`src/rtl/kulisch_pkg.sv`:
```
// -----------------------------------------------------------------------------
// kulisch_pkg
// Shared constants and helpers for the Kulisch-style accumulation datapath.
// The float-to-linear-fixed converter and the accumulator both take their
// default widths from here, so the two stages always agree on the format of
// a linear fixed-point term.
//
// Contents:
//   CONV_NON_FRAC / CONV_FRAC / CONV_GUARD : default term format and headroom
//   calc_in_w()   : width of one signed term (sign + integer + fraction)
//   calc_acc_w()  : width of the accumulator (term width + guard bits)
//   sat_inc()     : increment that sticks at all-ones for a given width
//   out_state_t   : states of the result register
// -----------------------------------------------------------------------------
package kulisch_pkg;

   // Term format produced by the float-to-linear-fixed converter
   localparam int CONV_NON_FRAC = 17;
   localparam int CONV_FRAC     = 16;
   localparam int CONV_GUARD    = 8;

   // Widest counter sat_inc can handle
   localparam int SAT_MAX_W = 64;

   // Result register occupancy
   typedef enum logic {
      OUT_EMPTY = 1'b0,
      OUT_FULL  = 1'b1
   } out_state_t;

   // Width of one two's-complement term: sign bit + integer + fraction
   function automatic int calc_in_w(input int non_frac, input int frac);
      return 1 + non_frac + frac;
   endfunction

   // Accumulator width: one term plus headroom for carries across a group
   function automatic int calc_acc_w(input int non_frac, input int frac,
                                     input int guard);
      return calc_in_w(non_frac, frac) + guard;
   endfunction

   // Adds one unless the low 'width' bits already hold the all-ones value,
   // in which case the count sticks there instead of wrapping to zero.
   function automatic logic [SAT_MAX_W-1:0] sat_inc(
      input logic [SAT_MAX_W-1:0] value,
      input int unsigned          width
   );
      logic [SAT_MAX_W-1:0] all_ones;
      if (width >= SAT_MAX_W) begin
         all_ones = '1;
      end else begin
         all_ones = (SAT_MAX_W'(1) << width) - SAT_MAX_W'(1);
      end
      return (value == all_ones) ? value : value + SAT_MAX_W'(1);
   endfunction

endpackage

```
`src/rtl/kulisch_overflow_adder.sv`:
```
// -----------------------------------------------------------------------------
// kulisch_overflow_adder
// Combinational W-bit two's-complement adder that wraps modulo 2^W and flags
// signed overflow. Also used by the multi-lane reduction stages.
//
// Parameters:
//   W    : operand and result width
// Ports:
//   a    in  W : first operand
//   b    in  W : second operand
//   sum  out W : a + b modulo 2^W
//   ovf  out 1 : operands share a sign and the sum's sign differs
// -----------------------------------------------------------------------------
module kulisch_overflow_adder #(
   parameter int W = 8
) (
   input  logic [W-1:0] a,
   input  logic [W-1:0] b,
   output logic [W-1:0] sum,
   output logic         ovf
);

   // Signed overflow can only happen when both operands have the same sign,
   // and shows up as the wrapped sum landing on the opposite sign.
   always_comb begin
      sum = a + b;
      ovf = (a[W-1] == b[W-1]) && (sum[W-1] != a[W-1]);
   end

endmodule

```
`src/rtl/linear_fixed_accumulator.sv`:
```
// -----------------------------------------------------------------------------
// linear_fixed_accumulator
// Exact (Kulisch-style) summation of a stream of linear fixed-point terms.
// Terms of a group are added into a widened running register; the beat
// marked last moves the total into a one-entry result register together with
// sticky infinity/overflow flags and a saturating term count.
//
// Parameters:
//   ACC_NON_FRAC : integer bits per term, excluding sign
//   ACC_FRAC     : fractional bits per term
//   GUARD        : headroom bits above the term width
//   COUNT_BITS   : width of the term counter
// Ports:
//   clock         in  1          rising-edge clock
//   resetn        in  1          asynchronous active-low reset
//   in_valid      in  1          input beat present
//   in_ready      out 1          beat accepted this cycle if in_valid
//   in_bits       in  IN_W       two's-complement term
//   in_isInf      in  1          term is infinite
//   in_last       in  1          final term of the group
//   out_valid     out 1          result register holds an unconsumed result
//   out_ready     in  1          consumer takes the result
//   out_bits      out ACC_W      two's-complement group sum
//   out_isInf     out 1          some term of the group was infinite
//   out_overflow  out 1          signed overflow of ACC_W within the group
//   out_count     out COUNT_BITS terms in the group, saturating
// -----------------------------------------------------------------------------
module linear_fixed_accumulator
   import kulisch_pkg::*;
#(
   parameter  int ACC_NON_FRAC = CONV_NON_FRAC,
   parameter  int ACC_FRAC     = CONV_FRAC,
   parameter  int GUARD        = CONV_GUARD,
   parameter  int COUNT_BITS   = 16,
   localparam int IN_W         = calc_in_w(ACC_NON_FRAC, ACC_FRAC),
   localparam int ACC_W        = calc_acc_w(ACC_NON_FRAC, ACC_FRAC, GUARD)
) (
   input  logic                  clock,
   input  logic                  resetn,
   input  logic                  in_valid,
   output logic                  in_ready,
   input  logic [IN_W-1:0]       in_bits,
   input  logic                  in_isInf,
   input  logic                  in_last,
   output logic                  out_valid,
   input  logic                  out_ready,
   output logic [ACC_W-1:0]      out_bits,
   output logic                  out_isInf,
   output logic                  out_overflow,
   output logic [COUNT_BITS-1:0] out_count
);

   out_state_t            state;
   out_state_t            next_state;

   logic [ACC_W-1:0]      acc;
   logic                  inf_s;
   logic                  ovf_s;
   logic [COUNT_BITS-1:0] cnt;

   logic                  accept;
   logic                  accept_last;
   logic [ACC_W-1:0]      term_ext;
   logic [ACC_W-1:0]      sum;
   logic                  ovf;
   logic                  next_inf;
   logic                  next_ovf;
   logic [COUNT_BITS-1:0] next_cnt;

   // Readiness depends only on the result register, never on the incoming
   // beat, so an upstream stage can use it without a combinational loop.
   assign out_valid   = (state == OUT_FULL);
   assign in_ready    = !out_valid || out_ready;
   assign accept      = in_valid && in_ready;
   assign accept_last = accept && in_last;

   // A signed cast followed by a size cast sign-extends, and still works
   // when GUARD is zero and no extension bits are needed.
   assign term_ext = ACC_W'($signed(in_bits));

   kulisch_overflow_adder #(
      .W (ACC_W)
   ) u_adder (
      .a   (acc),
      .b   (term_ext),
      .sum (sum),
      .ovf (ovf)
   );

   // Values the running state and result would take on an accepted beat.
   // Infinite terms still contribute their bits; the consumer ignores the
   // sum whenever a flag is set.
   always_comb begin
      next_inf = inf_s | in_isInf;
      next_ovf = ovf_s | ovf;
      next_cnt = COUNT_BITS'(sat_inc(SAT_MAX_W'(cnt), COUNT_BITS));
   end

   // Result register occupancy. A last beat arriving while the old result is
   // being consumed replaces it on the same edge, so groups run back-to-back.
   always_comb begin
      next_state = state;
      case (state)
         OUT_EMPTY: begin
            if (accept_last) begin
               next_state = OUT_FULL;
            end
         end
         OUT_FULL: begin
            if (accept_last) begin
               next_state = OUT_FULL;
            end else if (out_ready) begin
               next_state = OUT_EMPTY;
            end
         end
         default: next_state = OUT_EMPTY;
      endcase
   end

   // State register for the result register occupancy.
   always_ff @(posedge clock or negedge resetn) begin
      if (!resetn) begin
         state <= OUT_EMPTY;
      end else begin
         state <= next_state;
      end
   end

   // Running group state. The last beat of a group clears it on the same edge
   // that publishes the result, so the next beat starts a fresh group.
   always_ff @(posedge clock or negedge resetn) begin
      if (!resetn) begin
         acc   <= '0;
         inf_s <= 1'b0;
         ovf_s <= 1'b0;
         cnt   <= '0;
      end else if (accept) begin
         if (in_last) begin
            acc   <= '0;
            inf_s <= 1'b0;
            ovf_s <= 1'b0;
            cnt   <= '0;
         end else begin
            acc   <= sum;
            inf_s <= next_inf;
            ovf_s <= next_ovf;
            cnt   <= next_cnt;
         end
      end
   end

   // Result payload. It is only loaded by a last beat and otherwise holds,
   // which keeps it stable while the consumer stalls.
   always_ff @(posedge clock or negedge resetn) begin
      if (!resetn) begin
         out_bits     <= '0;
         out_isInf    <= 1'b0;
         out_overflow <= 1'b0;
         out_count    <= '0;
      end else if (accept_last) begin
         out_bits     <= sum;
         out_isInf    <= next_inf;
         out_overflow <= next_ovf;
         out_count    <= next_cnt;
      end
   end

endmodule

```
`config.mk`:
```
export PLATFORM = sky130hd
export DESIGN_NAME = linear_fixed_accumulator
export DESIGN_NICKNAME = d
export VERILOG_FILES = /design/src/rtl/kulisch_pkg.sv /design/src/rtl/kulisch_overflow_adder.sv /design/src/rtl/linear_fixed_accumulator.sv
export SDC_FILE = /design/constraint.sdc
export NUM_CORES = 1
export LEC_CHECK = 0
export BUFFER_PORTS_ARGS = -buffer_cell sky130_fd_sc_hd__buf_2
export CORE_MARGIN = 2
export CORE_UTILIZATION = 50
export CTS_BUF_LIST = sky130_fd_sc_hd__clkbuf_8
export DETAILED_ROUTE_END_ITERATION = 6
export GPL_ROUTABILITY_DRIVEN = 0
export PLACE_DENSITY = 0.74
export RECOVER_POWER = 50
export SYNTH_ARGS = -nofsm -noshare
export SYNTH_HDL_FRONTEND = slang
export SYNTH_HIERARCHICAL = 1
export SYNTH_SLANG_ARGS = --single-unit
```
`constraint.sdc`:
```
create_clock -name clock -period 2.8 [get_ports clock]
set_input_delay 0.42 -clock clock [delete_from_list [all_inputs] [get_ports clock]]
set_output_delay 0.42 -clock clock [all_outputs]
set_load 0.01 [all_outputs]
```
==> results.tsv, run 1 <==
stage	metric	value	unit
critical_path	CP endpoint kind	flip-flop	
yosys	Compound-Gate Fraction of Synth Area	0.2072	
drt	DR WL/cell	15.25	um
power_and_ir_drop	Max IR drop VDD	0.0004791	V
placement	dpl ws	-0.3510	ns
yosys	Yosys top cell by area	dfrtp_1	
sta	RSZ-0062 raised after global routing	yes	
yosys	Post-Synth Adder-Cell Area	0.07209	
grt	number of global-route vias before repair	6664	
sta	Final Critical Period	2.861	ns
sta	max-slew violation count	37	
sta	Final Setup Violations	4	
critical_path	CP Cell Sequence	ha_4 -> buf_4 -> buf_4 -> o21a_1 -> nor2_4 -> o31ai_4 -> o211ai_4 -> a21oi_4 -> a21oi_2 -> nor2_2 -> buf_4 -> a21o_1 -> a311oi_1 -> buf_4 -> nand2_1 -> o21ai_1	
outcome	failing checks	max-capacitance violations, max-slew violations, negative setup slack	
yosys	flops & latches, synth	121	
placement	Cell Area, Placed	8763	um2
sta	Clock Skew	0.01357	ns
sta	Max Freq	0.3495	GHz
floorplan	Die X-Extent	127.0	um
sta	PnR worst setup slack	-0.06123	ns
finish	Reg area	3028	um2
critical_path	startpoint types	flip-flop	
finish	Area growth, synth to finish	25.61	%
job	Max Cap Violations	1	
yosys	yosys warns	6	
floorplan	Starting Density	0.5167	
critical_path	CP max FO	4	
sta	period utilization	1.022	
grt	first-pass GRT wire length	31880	um
clocking	clk slew on worst S/H paths	0.08	ns
yosys	xor and xnor area share after synthesis	0.04745	
yosys	Yosys cell types	74	
yosys	simple-gate portion of the synthesized area	0.2318	
yosys	ranking of synthesized cells by area	dfrtp_1 40%, nand2_1 13%, ha_1 6.9%, o21ai_0 5.0%, a21oi_1 4.2%	
power_and_ir_drop	Total Power	9870	uW
floorplan	core area	14640	um2
power_and_ir_drop	leakage	0.004746	uW
grt	initial antenna violation count	0	
finish	Final Instance Area	9505	um2
sta	Rel. slew slack	-0.3221	
placement	IO Port Bufs	101	
finish	share of layout cells above drive strength 1	0.2486	
grt	largest net degree at the start of global routing	94	
worst_hold_path	worst min-delay path class	input port to flip-flop	
clocking	clk sinks	121	
power_and_ir_drop	P per Cell Area	1038	nW/um2
clocking	CTS buffer count	17	
clocking	Longest Clk Path Bufs	2	
yosys	number of synthesized flops with an enable pin	0	
critical_path	WP buf/inv	4	
outcome	status	complete, but fails checks	
clocking	CTS tree	yes	
floorplan	die area	16130	um2
critical_path	crit path kind	flip-flop to flip-flop	
yosys	top_reg_cell synth	dfrtp_1	
floorplan	Ports	102	
sta	Final Hold Viols	0	
yosys	top post-synthesis cells by count	270 x nand2_1, 121 x dfrtp_1, 76 x o21ai_0	
grt	grt ovf	0	
drt	DRT antenna net count	0	
floorplan	# rows	44	
yosys	syn_nets	1000	
finish	antenna cells	0	
finish	fin nets	1160	
drt	post-DR vias/cell	5.583	
sta	hold_ws	0.2285	ns
clocking	later-pin clock latency in the skew report	0.45	ns
yosys	FFs w/ async S/R, synth	1.000	
floorplan	Die Y-Extent	127.0	um
yosys	Mapped Cells	917	
clocking	Clock Tree Root	clkbuf_8	
drt	1st-pass router iterations	5	
yosys	Yosys top cell area share	0.4001	
drt	via count	7113	
finish	fillers	1217	
yosys	Seq/Total Area, Yosys	0.4001	
critical_path	worst endpoint required time	3.18	ns
sta	Least-Margin Pin Slew	1.983	ns
yosys	syn avg cell area	8.252	um2
yosys	largest family of logic cells by synthesized area	simple AND/OR/NAND/NOR gates	
critical_path	most frequent CP cell	buf_4	
clocking	H-Tree Depth	4	
drt	WL final	19430	um
critical_path	CP max stage cell	dfrtp_1	
yosys	count leader, synth	nand2_1	
critical_path	slowest cell delay on critical path	0.41	ns
drt	DR DRC count	0	
placement	post-detail-place hpwl	13320	um
grt	global-route usage over all layers	0.2436	
finish	multi-input logic area	4546	um2
critical_path	cell family with most CP delay	compound AO/OA/AOI/OAI gates	
yosys	mux cell area share after synthesis	0.003968	
yosys	synthesized area	7567	um2
drt	Initial DRC Count	432	
critical_path	crit path DAT	3.24	ns
## cells by family after synthesis
logic type | after synthesis
AO/OA/AOI/OAI | 243
buffers and inverters | 71
XOR/XNOR | 41
flip-flops | 121
multiplexers | 3
AND/OR/NAND/NOR | 395
adder cells (fa/ha/maj) | 43
## worst register-to-register path: stages, from the launching register on
cell	delay (ns)
dfrtp_1	0.41
ha_4	0.23
buf_4	0.14
buf_4	0.13
o21a_1	0.13
nor2_4	0.12
o31ai_4	0.08
o211ai_4	0.23
a21oi_4	0.10
a21oi_2	0.18
nor2_2	0.07
buf_4	0.14
a21o_1	0.22
a311oi_1	0.28
buf_4	0.16
nand2_1	0.05
o21ai_1	0.14
## metrics by stage
step | cells | setup TNS (ns) | utilization
final | 1274 | -0.1038 | 0.6491
after global routing | 1274 | -2.655 | 0.6491
after CTS | 1267 | -0.08371 | 0.6362
after detailed placement | 1230 | -8.972 | 0.5984
after global placement | 1230 | -7.261 | 0.5984
after floorplan | 917 | 0 | -
## metal layers
metal	vias to the layer above	part of all wire	GRT usage
met3	24	0.041	0.03978
met2	174	0.48	0.4020
met1	3407	0.47	0.3319
li1	3508	-	-
met5	-	0	0
met4	0	0.014	0.07563
## state kept, by name (all words and copies together) (netlist names)
name,count
out_valid,1
out_isInf,1
cnt,16
acc,42
out_count,16
out_bits,42
out_overflow,1
ovf_s,1
inf_s,1
## final timing paths
check	cells after the start	to	start	slack, ns
setup / recovery	16	acc[35]	acc[10]	-0.06
hold / removal	3	inf_s	in_isInf	0.23
setup reg to reg	16	acc[35]	acc[10]	-0.06
hold reg to reg	2	out_bits[32]	out_bits[32]	0.47
max in group asynchronous	3	cnt[10]	resetn	0.41
min in group asynchronous	2	out_bits[7]	resetn	1.07
## timing repair
item                       in CTS  in global routing
buffers inserted                4                  8
setup endpoints to repair      38                 45
hold endpoints to repair       33                  0
gates cloned                    0                  0
pin swaps                      23                 11
resized for setup              24                 47
hold buffers                    1                  0
## layout by cell type (no fill, tap or decap), drive strengths merged, types with 4 or more instances in the layout
| cell | synthesis | layout |
|---|---|---|
| nand4 | 12 | 12 |
| nand2 | 271 | 271 |
| a21oi | 63 | 63 |
| inv | 14 | 15 |
| buf | 12 | 179 |
| nand3 | 15 | 15 |
| a41oi | 4 | 4 |
| o21ai | 79 | 79 |
| and2 | 6 | 6 |
| nor4 | 5 | 5 |
| xor2 | 17 | 17 |
| or4 | 4 | 4 |
| a211oi | 8 | 8 |
| clkbuf | 45 | 38 |
| nor2 | 36 | 36 |
| and3 | 12 | 12 |
| ha | 42 | 42 |
| and4 | 4 | 4 |
| o31ai | 8 | 8 |
| xnor2 | 24 | 24 |
| o21bai | 7 | 7 |
| a21boi | 5 | 5 |
| nor2b | 7 | 7 |
| a31oi | 16 | 16 |
| dfrtp | 121 | 121 |
| clkinv | 0 | 7 |
| nor3 | 12 | 12 |
| a21o | 27 | 27 |
## power by group
group	switching [uW]	internal [uW]
Clock	733	855
Combinational	2960	2550
Sequential	406	2370
Total	4100	5780
## layout make-up
cell class                 instances  share of cell area
clock buffer                      20             0.02896
sequential                       121              0.3185
tap                              184             0.02422
multi-input combinational        725              0.4782
timing repair buffer             198              0.1314
clock inverter                    12             0.01316
inverter                          14            0.005528
Note: power is estimated with default switching activity, not from simulation.
==> run 2: changes to the inputs <==
--- a/config.mk
+++ b/config.mk
@@ -15,5 +15,4 @@
 export RECOVER_POWER = 50
 export SYNTH_ARGS = -nofsm -noshare
 export SYNTH_HDL_FRONTEND = slang
-export SYNTH_HIERARCHICAL = 1
 export SYNTH_SLANG_ARGS = --single-unit
==> run 2 against run 1 <==
  * The run ends with max-capacitance violations, max-slew violations left
  * Clock skew rose by 0.00091 ns
  * Synthesized cell count down 14%
  * Fmax up 3.5%
  * Via count fell by 8.1%
  * Combinational power down 10%
  * First-iteration DRC count grew 1.4%
  * Non-clock buffer count shrank 20
  * Wire length fell by 4.0%
  * Area after synthesis decreased by 2.5%
  * Sequential cell count stayed put
==> results.tsv, run 2 <==
stage	metric	value	unit	change
finish	Final Core Density	0.6180		-0.03105
drt	DRT antenna net count	0		unchanged
critical_path	CP max FO	6		+2
drt	via count	6534		-8.1%
yosys	Seq/Total Area, Yosys	0.4106		+0.01045
worst_hold_path	worst min-delay path class	input port to flip-flop		
finish	Largest regs	acc: 42 flops, out_bits: 42 flops		
grt	number of global-route vias before repair	6240		-6.4%
drt	post-DR vias/cell	5.722		+2.5%
power_and_ir_drop	leakage	0.004282	uW	-9.8%
yosys	top_reg_cell synth	dfrtp_1		
finish	Area growth, synth to finish	21.34	%	
sta	max-slew violation count	34		-8.1%
critical_path	crit path DAT	3.11	ns	-0.13 ns
sta	Least-Margin Pin Slew	1.861	ns	-0.1219 ns
yosys	Yosys cell types	79		+6.8%
sta	Max Freq	0.3619	GHz	+3.5%
sta	Final Hold Viols	0		unchanged
yosys	FFs w/ async S/R, synth	1.000		unchanged
sta	hold_ws	0.2340	ns	+0.005567 ns
grt	first-pass GRT wire length	30730	um	-3.6%
sta	Final Critical Period	2.764	ns	-0.09768 ns
yosys	syn avg cell area	9.347	um2	+13%
placement	IO Port Bufs	101		unchanged
yosys	number of synthesized flops with an enable pin	0		unchanged
critical_path	startpoint types	flip-flop		
critical_path	CP endpoint kind	flip-flop		
sta	RSZ-0062 raised after global routing	yes		
drt	DR DRC count	0		unchanged
yosys	yosys warns	0		-6
yosys	Post-Synth Adder-Cell Area	0.07397		+0.001884
yosys	Yosys top cell by area	dfrtp_1		
power_and_ir_drop	P per Cell Area	1050	nW/um2	+1.2%
clocking	clk sinks	121		unchanged
floorplan	die area	15740	um2	-2.5%
floorplan	# rows	44		unchanged
yosys	synthesized area	7375	um2	-2.5%
floorplan	Die X-Extent	125.4	um	-1.2%
grt	initial antenna violation count	0		unchanged
sta	PnR worst setup slack	0.03645	ns	+0.09768 ns
power_and_ir_drop	Max IR drop VDD	0.0006079	V	+27%
yosys	Compound-Gate Fraction of Synth Area	0.2065		-0.0006948
yosys	syn_nets	872		-13%
drt	DR WL/cell	16.33	um	+7.1%
yosys	Mapped Cells	789		-14%
drt	WL final	18640	um	-4.0%
sta	Clock Skew	0.01448	ns	+0.0009111 ns
clocking	CTS buffer count	17		unchanged
drt	1st-pass router iterations	6		+1
finish	fin nets	1028		-11%
yosys	xor and xnor area share after synthesis	0.06125		+0.01380
placement	dpl ws	-0.09308	ns	+0.2579 ns
yosys	Yosys top cell area share	0.4106		+0.01045
grt	global-route usage over all layers	0.2388		-0.004718
clocking	later-pin clock latency in the skew report	0.47	ns	+0.02 ns
placement	post-detail-place hpwl	13300	um	-0.15%
finish	share of layout cells above drive strength 1	0.2495		+0.0008542
finish	most frequent cells in the layout	132 x nand2_1, 121 x dfrtp_1, 74 x buf_4, 72 x buf_2		
sta	Rel. slew slack	-0.2408		+0.08123
yosys	top post-synthesis cells by count	134 x nand2_1, 121 x dfrtp_1, 51 x o21ai_0		
sta	period utilization	0.9870		-0.03489
finish	multi-input logic area	4189	um2	-7.8%
critical_path	crit path kind	flip-flop to flip-flop		
outcome	status	complete, but fails checks		
critical_path	worst endpoint required time	3.15	ns	-0.03 ns
finish	Reg area	3028	um2	unchanged
floorplan	Ports	102		unchanged
yosys	ranking of synthesized cells by area	dfrtp_1 41%, ha_1 7.1%, nand2_1 6.8%, a22o_1 4.2%, o21ai_0 3.5%		
yosys	mux cell area share after synthesis	0.03885		+0.03488
grt	largest net degree at the start of global routing	70		-26%
job	Max Cap Violations	1		unchanged
finish	commonest non-fill, non-tap cell in the layout	nand2_1		
clocking	Clock Tree Root	clkbuf_8		
outcome	failing checks	max-capacitance violations, max-slew violations		
finish	antenna cells	0		unchanged
clocking	CTS tree	yes		
yosys	largest family of logic cells by synthesized area	compound AO/OA/AOI/OAI gates		
clocking	H-Tree Depth	4		unchanged
drt	Initial DRC Count	438		+1.4%
yosys	simple-gate portion of the synthesized area	0.1776		-0.05417
floorplan	Die Y-Extent	125.4	um	-1.2%
sta	Final Setup Violations	0		-4
clocking	Longest Clk Path Bufs	2		unchanged
yosys	count leader, synth	nand2_1		
sta	setup_tns	0	ns	+0.1038 ns
clocking	clk slew on worst S/H paths	0.08	ns	about the same
grt	grt ovf	0		unchanged
floorplan	core area	14480	um2	-1.1%
floorplan	Starting Density	0.5093		-0.007414
yosys	flops & latches, synth	121		unchanged
finish	fillers	1250		+2.7%
## run 2: cell types whose count changed in the layout (fill, tap and decap cells not counted), sizes merged, moves of 5 or more
cell	delta
a21oi	-15
buf	-31
a31oi	-9
o21ai	-23
clkbuf	+9
xor2	+8
nand3	+10
a22o	+35
a21o	-7
nand2	-137
mux2	+18
a211oi	-5
nor2	+13
mux2i	+5
## run 2: worst paths after layout
| check | from | endpoint | slack [ns] | cells after the start |
|---|---|---|---|---|
| setup reg to reg | acc[20] | out_bits[40] | 0.04 | 8 |
| setup / recovery | acc[20] | out_bits[40] | 0.04 | 8 |
| min in group asynchronous | resetn | out_count[7] | 1.00 | 2 |
| hold / removal | in_isInf | inf_s | 0.23 | 3 |
| max in group asynchronous | resetn | out_bits[21] | 0.48 | 3 |
| hold reg to reg | out_bits[21] | out_bits[21] | 0.47 | 2 |
## run 2: stage by stage
stage / cells / total power (uW) / cell area [um2]
global placement: 1108 / 7622 / 8509
CTS: 1141 / 9353 / 8916
detailed placement: 1108 / 7702 / 8509
floorplan: 789 / 5993 / 7375
finish: 1142 / 9400 / 8949
global route: 1142 / 10070 / 8949
## run 2: area by class of cell
cell class,count,area share
well taps,184,0.02573
clock buffers,18,0.02768
repair buffers,178,0.1201
flip-flops and latches,121,0.3384
inverters,8,0.003356
multi-input cells,619,0.4681
clock inverters,14,0.01664
## run 2: logic make-up after synthesis
| logic type | after synthesis |
|---|---|
| and+or+nand+nor | 282 |
| AOI/OAI and AO/OA | 218 |
| DFF | 121 |
| xor gates and xnor gates | 50 |
| buffers and inverters | 49 |
| adders and majority gates | 43 |
| muxes | 26 |
## run 2: repair_timing
item | CTS | global route
endpoints found under the hold margin | 32 | 0
hold buffers | 1 | 0
endpoints found under the setup margin | 0 | 23
setup buffers | 0 | 1
gates resized for setup | 0 | 19
## run 2: layer usage
metal  up-vias  part of all wire  track usage
met5         -                 0            0
met4         0             0.014      0.06536
met3        23             0.046      0.05092
met2       189              0.46       0.3790
met1      3150              0.48       0.3331
li1       3172                 -            -
## run 2: where the power goes
| group | switching, uW | internal, uW | total (uW) |
|---|---|---|---|
| Combinational | 2680 | 2290 | 4960 |
| Clock | 782 | 816 | 1600 |
| Sequential | 441 | 2400 | 2840 |
| Total | 3900 | 5500 | 9400 |
## run 2: worst max-delay path: stages (launching register included)
cell,delay (ns)
dfrtp_1,0.42
ha_2,0.41
nand4_1,0.27
or3_4,0.47
o21bai_1,0.21
a21o_1,0.22
a221oi_2,0.27
xor2_1,0.12
mux2_2,0.28
==> run 3: changes to the inputs <==
--- a/config.mk
+++ b/config.mk
@@ -7,11 +7,11 @@
 export LEC_CHECK = 0
 export BUFFER_PORTS_ARGS = -buffer_cell sky130_fd_sc_hd__buf_2
 export CORE_MARGIN = 2
-export CORE_UTILIZATION = 50
+export CORE_UTILIZATION = 45
 export CTS_BUF_LIST = sky130_fd_sc_hd__clkbuf_8
 export DETAILED_ROUTE_END_ITERATION = 6
 export GPL_ROUTABILITY_DRIVEN = 0
-export PLACE_DENSITY = 0.74
+export PLACE_DENSITY = 0.67
 export RECOVER_POWER = 50
 export SYNTH_ARGS = -nofsm -noshare
 export SYNTH_HDL_FRONTEND = slang
==> run 3 against run 2 <==
  * The run still ends with max-capacitance violations, max-slew violations left
  * Fmax increased by 2.6%
  * Sequential cell count unchanged
  * Clock power increased by 4%
  * Final cell count increased by 2.6%
  * Core utilization decreased by 5.6 points
  * Die area increased by 11%
  * Power decreased by 0.24%
  * Worst setup slack improved by 0.071 ns
  * Sequential share of layout area decreased by 0.061 points
  * Final area increased by 0.18%
  * Register-to-register slack improved by 0.07 ns
==> results.tsv, run 3 (synthesized netlist as in run 2, its figures left out) <==
stage	metric	value	unit	change
critical_path	WP buf/inv	0		unchanged
clocking	clk slew on worst S/H paths	0.09	ns	about the same
grt	number of global-route vias before repair	6122		-1.9%
power_and_ir_drop	Sw Ratio	0.4158		+0.0009021
drt	WL final	18540	um	-0.54%
critical_path	worst endpoint required time	3.15	ns	about the same
critical_path	CP max stage cell	dfrtp_1		
clocking	clk sinks	121		unchanged
finish	antenna cells	0		unchanged
critical_path	worst r2r dst	out_bits[27]		
drt	via count	6351		-2.8%
grt	grt ovf	0		unchanged
sta	period utilization	0.9618		-0.02523
grt	initial antenna violation count	0		unchanged
power_and_ir_drop	P per Cell Area	1046	nW/um2	-0.42%
worst_hold_path	hold path startpoint	in_isInf		
finish	most frequent cells in the layout	132 x nand2_1, 121 x dfrtp_1, 73 x buf_4, 71 x buf_2, 51 x o21ai_0		
floorplan	# rows	46		+4.5%
critical_path	slowest cell delay on critical path	0.41	ns	-0.06 ns
critical_path	CP endpoint kind	flip-flop		
floorplan	Die X-Extent	132.0	um	+5.2%
clocking	Clock Tree Root	clkbuf_8		
power_and_ir_drop	leakage	0.004272	uW	-0.22%
job	Max Cap Violations	1		unchanged
worst_hold_path	hold worst-path end	inf_s		
drt	DRT antenna net count	0		unchanged
floorplan	die area	17430	um2	+11%
drt	Initial DRC Count	338		-23%
sta	Final Critical Period	2.693	ns	-0.07063 ns
placement	IO Port Bufs	101		unchanged
drt	met3 WL	893	um	+5.2%
critical_path	FF-to-FF Start	acc[14]		
worst_hold_path	hold path depth	3		unchanged
power_and_ir_drop	Reg power frac	0.303		about the same
finish	share of layout cells above drive strength 1	0.2469		-0.002616
drt	Metal-1 WL	9207	um	+2.7%
power_and_ir_drop	Cell Int Power	5478	uW	-0.39%
drt	DR DRC count	0		unchanged
placement	placed cell count	1138		+2.7%
critical_path	r2r setup slk	0.11	ns	+0.07 ns
power_and_ir_drop	Max IR drop VDD	0.0005080	V	-16%
sta	Clock Skew	0.01155	ns	-0.002931 ns
floorplan	Ports	102		unchanged
clocking	CTS buffer count	17		unchanged
floorplan	Die Y-Extent	132.0	um	+5.2%
drt	post-DR vias/cell	5.419		-5.3%
clocking	later-pin clock latency in the skew report	0.46	ns	about the same
critical_path	most frequent CP cell	a21o_1		
finish	Finished Layout Cells	1172		+2.6%
finish	Largest regs	acc: 42 flops, out_bits: 42 flops		
placement	post-detail-place hpwl	13410	um	+0.86%
critical_path	crit path DAT	3.04	ns	-0.07 ns
finish	Area growth, synth to finish	21.56	%	
critical_path	CP Cell Sequence	ha_1 -> a21o_1 -> o21bai_1 -> a21o_1 -> a221o_1 -> a41oi_4 -> o21ai_1 -> xor2_1 -> mux2_2		
floorplan	Starting Density	0.4626		-0.04677
grt	first-pass GRT wire length	30950	um	+0.70%
drt	met2 wire length	8164	um	-4.7%
sta	Rel. slew slack	-0.3690		-0.1282
sta	Final Setup Violations	0		unchanged
critical_path	Worst Reg-to-Reg Cells	9		+1
critical_path	CP max FO	5		-1
finish	Reg area	3028	um2	unchanged
grt	largest net degree at the start of global routing	70		unchanged
grt	global-route usage over all layers	0.2196		-0.01928
clocking	CTS tree	yes		
sta	hold_ws	0.2485	ns	+0.01443 ns
power_and_ir_drop	NetSw	3899	uW	about the same
clocking	H-Tree Depth	4		unchanged
worst_hold_path	worst min-delay path class	input port to flip-flop		
finish	fin nets	1026		-0.19%
sta	max-slew violation count	35		+2.9%
sta	setup_tns	0	ns	unchanged
outcome	failing checks	max-capacitance violations, max-slew violations		
power_and_ir_drop	combinational share of power	0.520		-0.008
finish	fillers	1495		+20%
sta	RSZ-0062 raised after global routing	yes		
sta	Max Freq	0.3713	GHz	+2.6%
power_and_ir_drop	clock power share	0.177		+0.007
critical_path	cell family with most CP delay	compound AO/OA/AOI/OAI gates		
clocking	Longest Clk Path Bufs	2		unchanged
outcome	status	complete, but fails checks		
floorplan	core area	15940	um2	+10%
sta	Least-Margin Pin Slew	2.054	ns	+0.1923 ns
finish	multi-input logic area	4183	um2	-0.15%
drt	top layer in use	met4		
critical_path	crit path kind	flip-flop to flip-flop		
critical_path	startpoint types	flip-flop		
sta	Final Hold Viols	0		unchanged
drt	DR WL/cell	15.82	um	-3.1%
finish	commonest non-fill, non-tap cell in the layout	nand2_1		
drt	1st-pass router iterations	5		-1
-- run 3: cell type report --
class / count / area share
clock buffers: 18 / 0.02763
clock inverters: 14 / 0.01786
inverters: 8 / 0.003350
multi-input cells: 619 / 0.4666
flip-flops and latches: 121 / 0.3378
well taps: 216 / 0.03015
repair buffers: 176 / 0.1167
-- run 3: tightest hold or removal path, cell delays in order --
cell and delay, ns:
buf_2 0.09, a21oi_1 0.05, nor2_1 0.09
-- run 3: worst max-delay path by stage --
stage,from,to,slack (ns),cells past startpoint
final,acc[14],out_bits[27],0.11,9
after global routing,acc[8],ovf_s,-0.03,10
after CTS,acc[0],out_bits[40],0.09,12
after detailed placement,in_bits[0],out_bits[32],-0.06,13
after global placement,in_bits[0],out_bits[32],-0.07,13
after floorplan,in_bits[16],out_bits[35],0.19,10
-- run 3: routing by layer --
metal / track usage / vias to the layer above
met5: 0 / -
met4: 0.06582 / 0
met3: 0.04575 / 19
met2: 0.3351 / 149
met1: 0.3148 / 3021
li1: - / 3162
-- run 3: through the flow --
step                instance area [um2]  setup slack (ns)  total power [uW]  utilization
finish                             8965            0.1071              9378       0.5623
global route                       8965          -0.02508             10110       0.5623
CTS                                8940           0.08794              9370       0.5607
detailed placement                 8522          -0.05742              7673       0.5345
global placement                   8522          -0.06556              7612       0.5345
floorplan                          7375            0.1904              5993            -
-- run 3: power by group through the flow --
stage                     clock (uW)  combinational [uW]  sequential [uW]
after global routing            1770                5420             2920
after CTS                       1680                4860             2830
after floorplan                    0                3090             2900
after detailed placement           0                4820             2850
final                           1660                4880             2840
after global placement             0                4770             2840
-- run 3: what timing repair did --
| item | 4_1_cts | 5_1_grt |
|---|---|---|
| setup buffers | 0 | 1 |
| setup endpoints to repair | 0 | 21 |
| endpoints found under the hold margin | 33 | 0 |
| hold buffers | 1 | 0 |
| gates resized for setup | 0 | 15 |
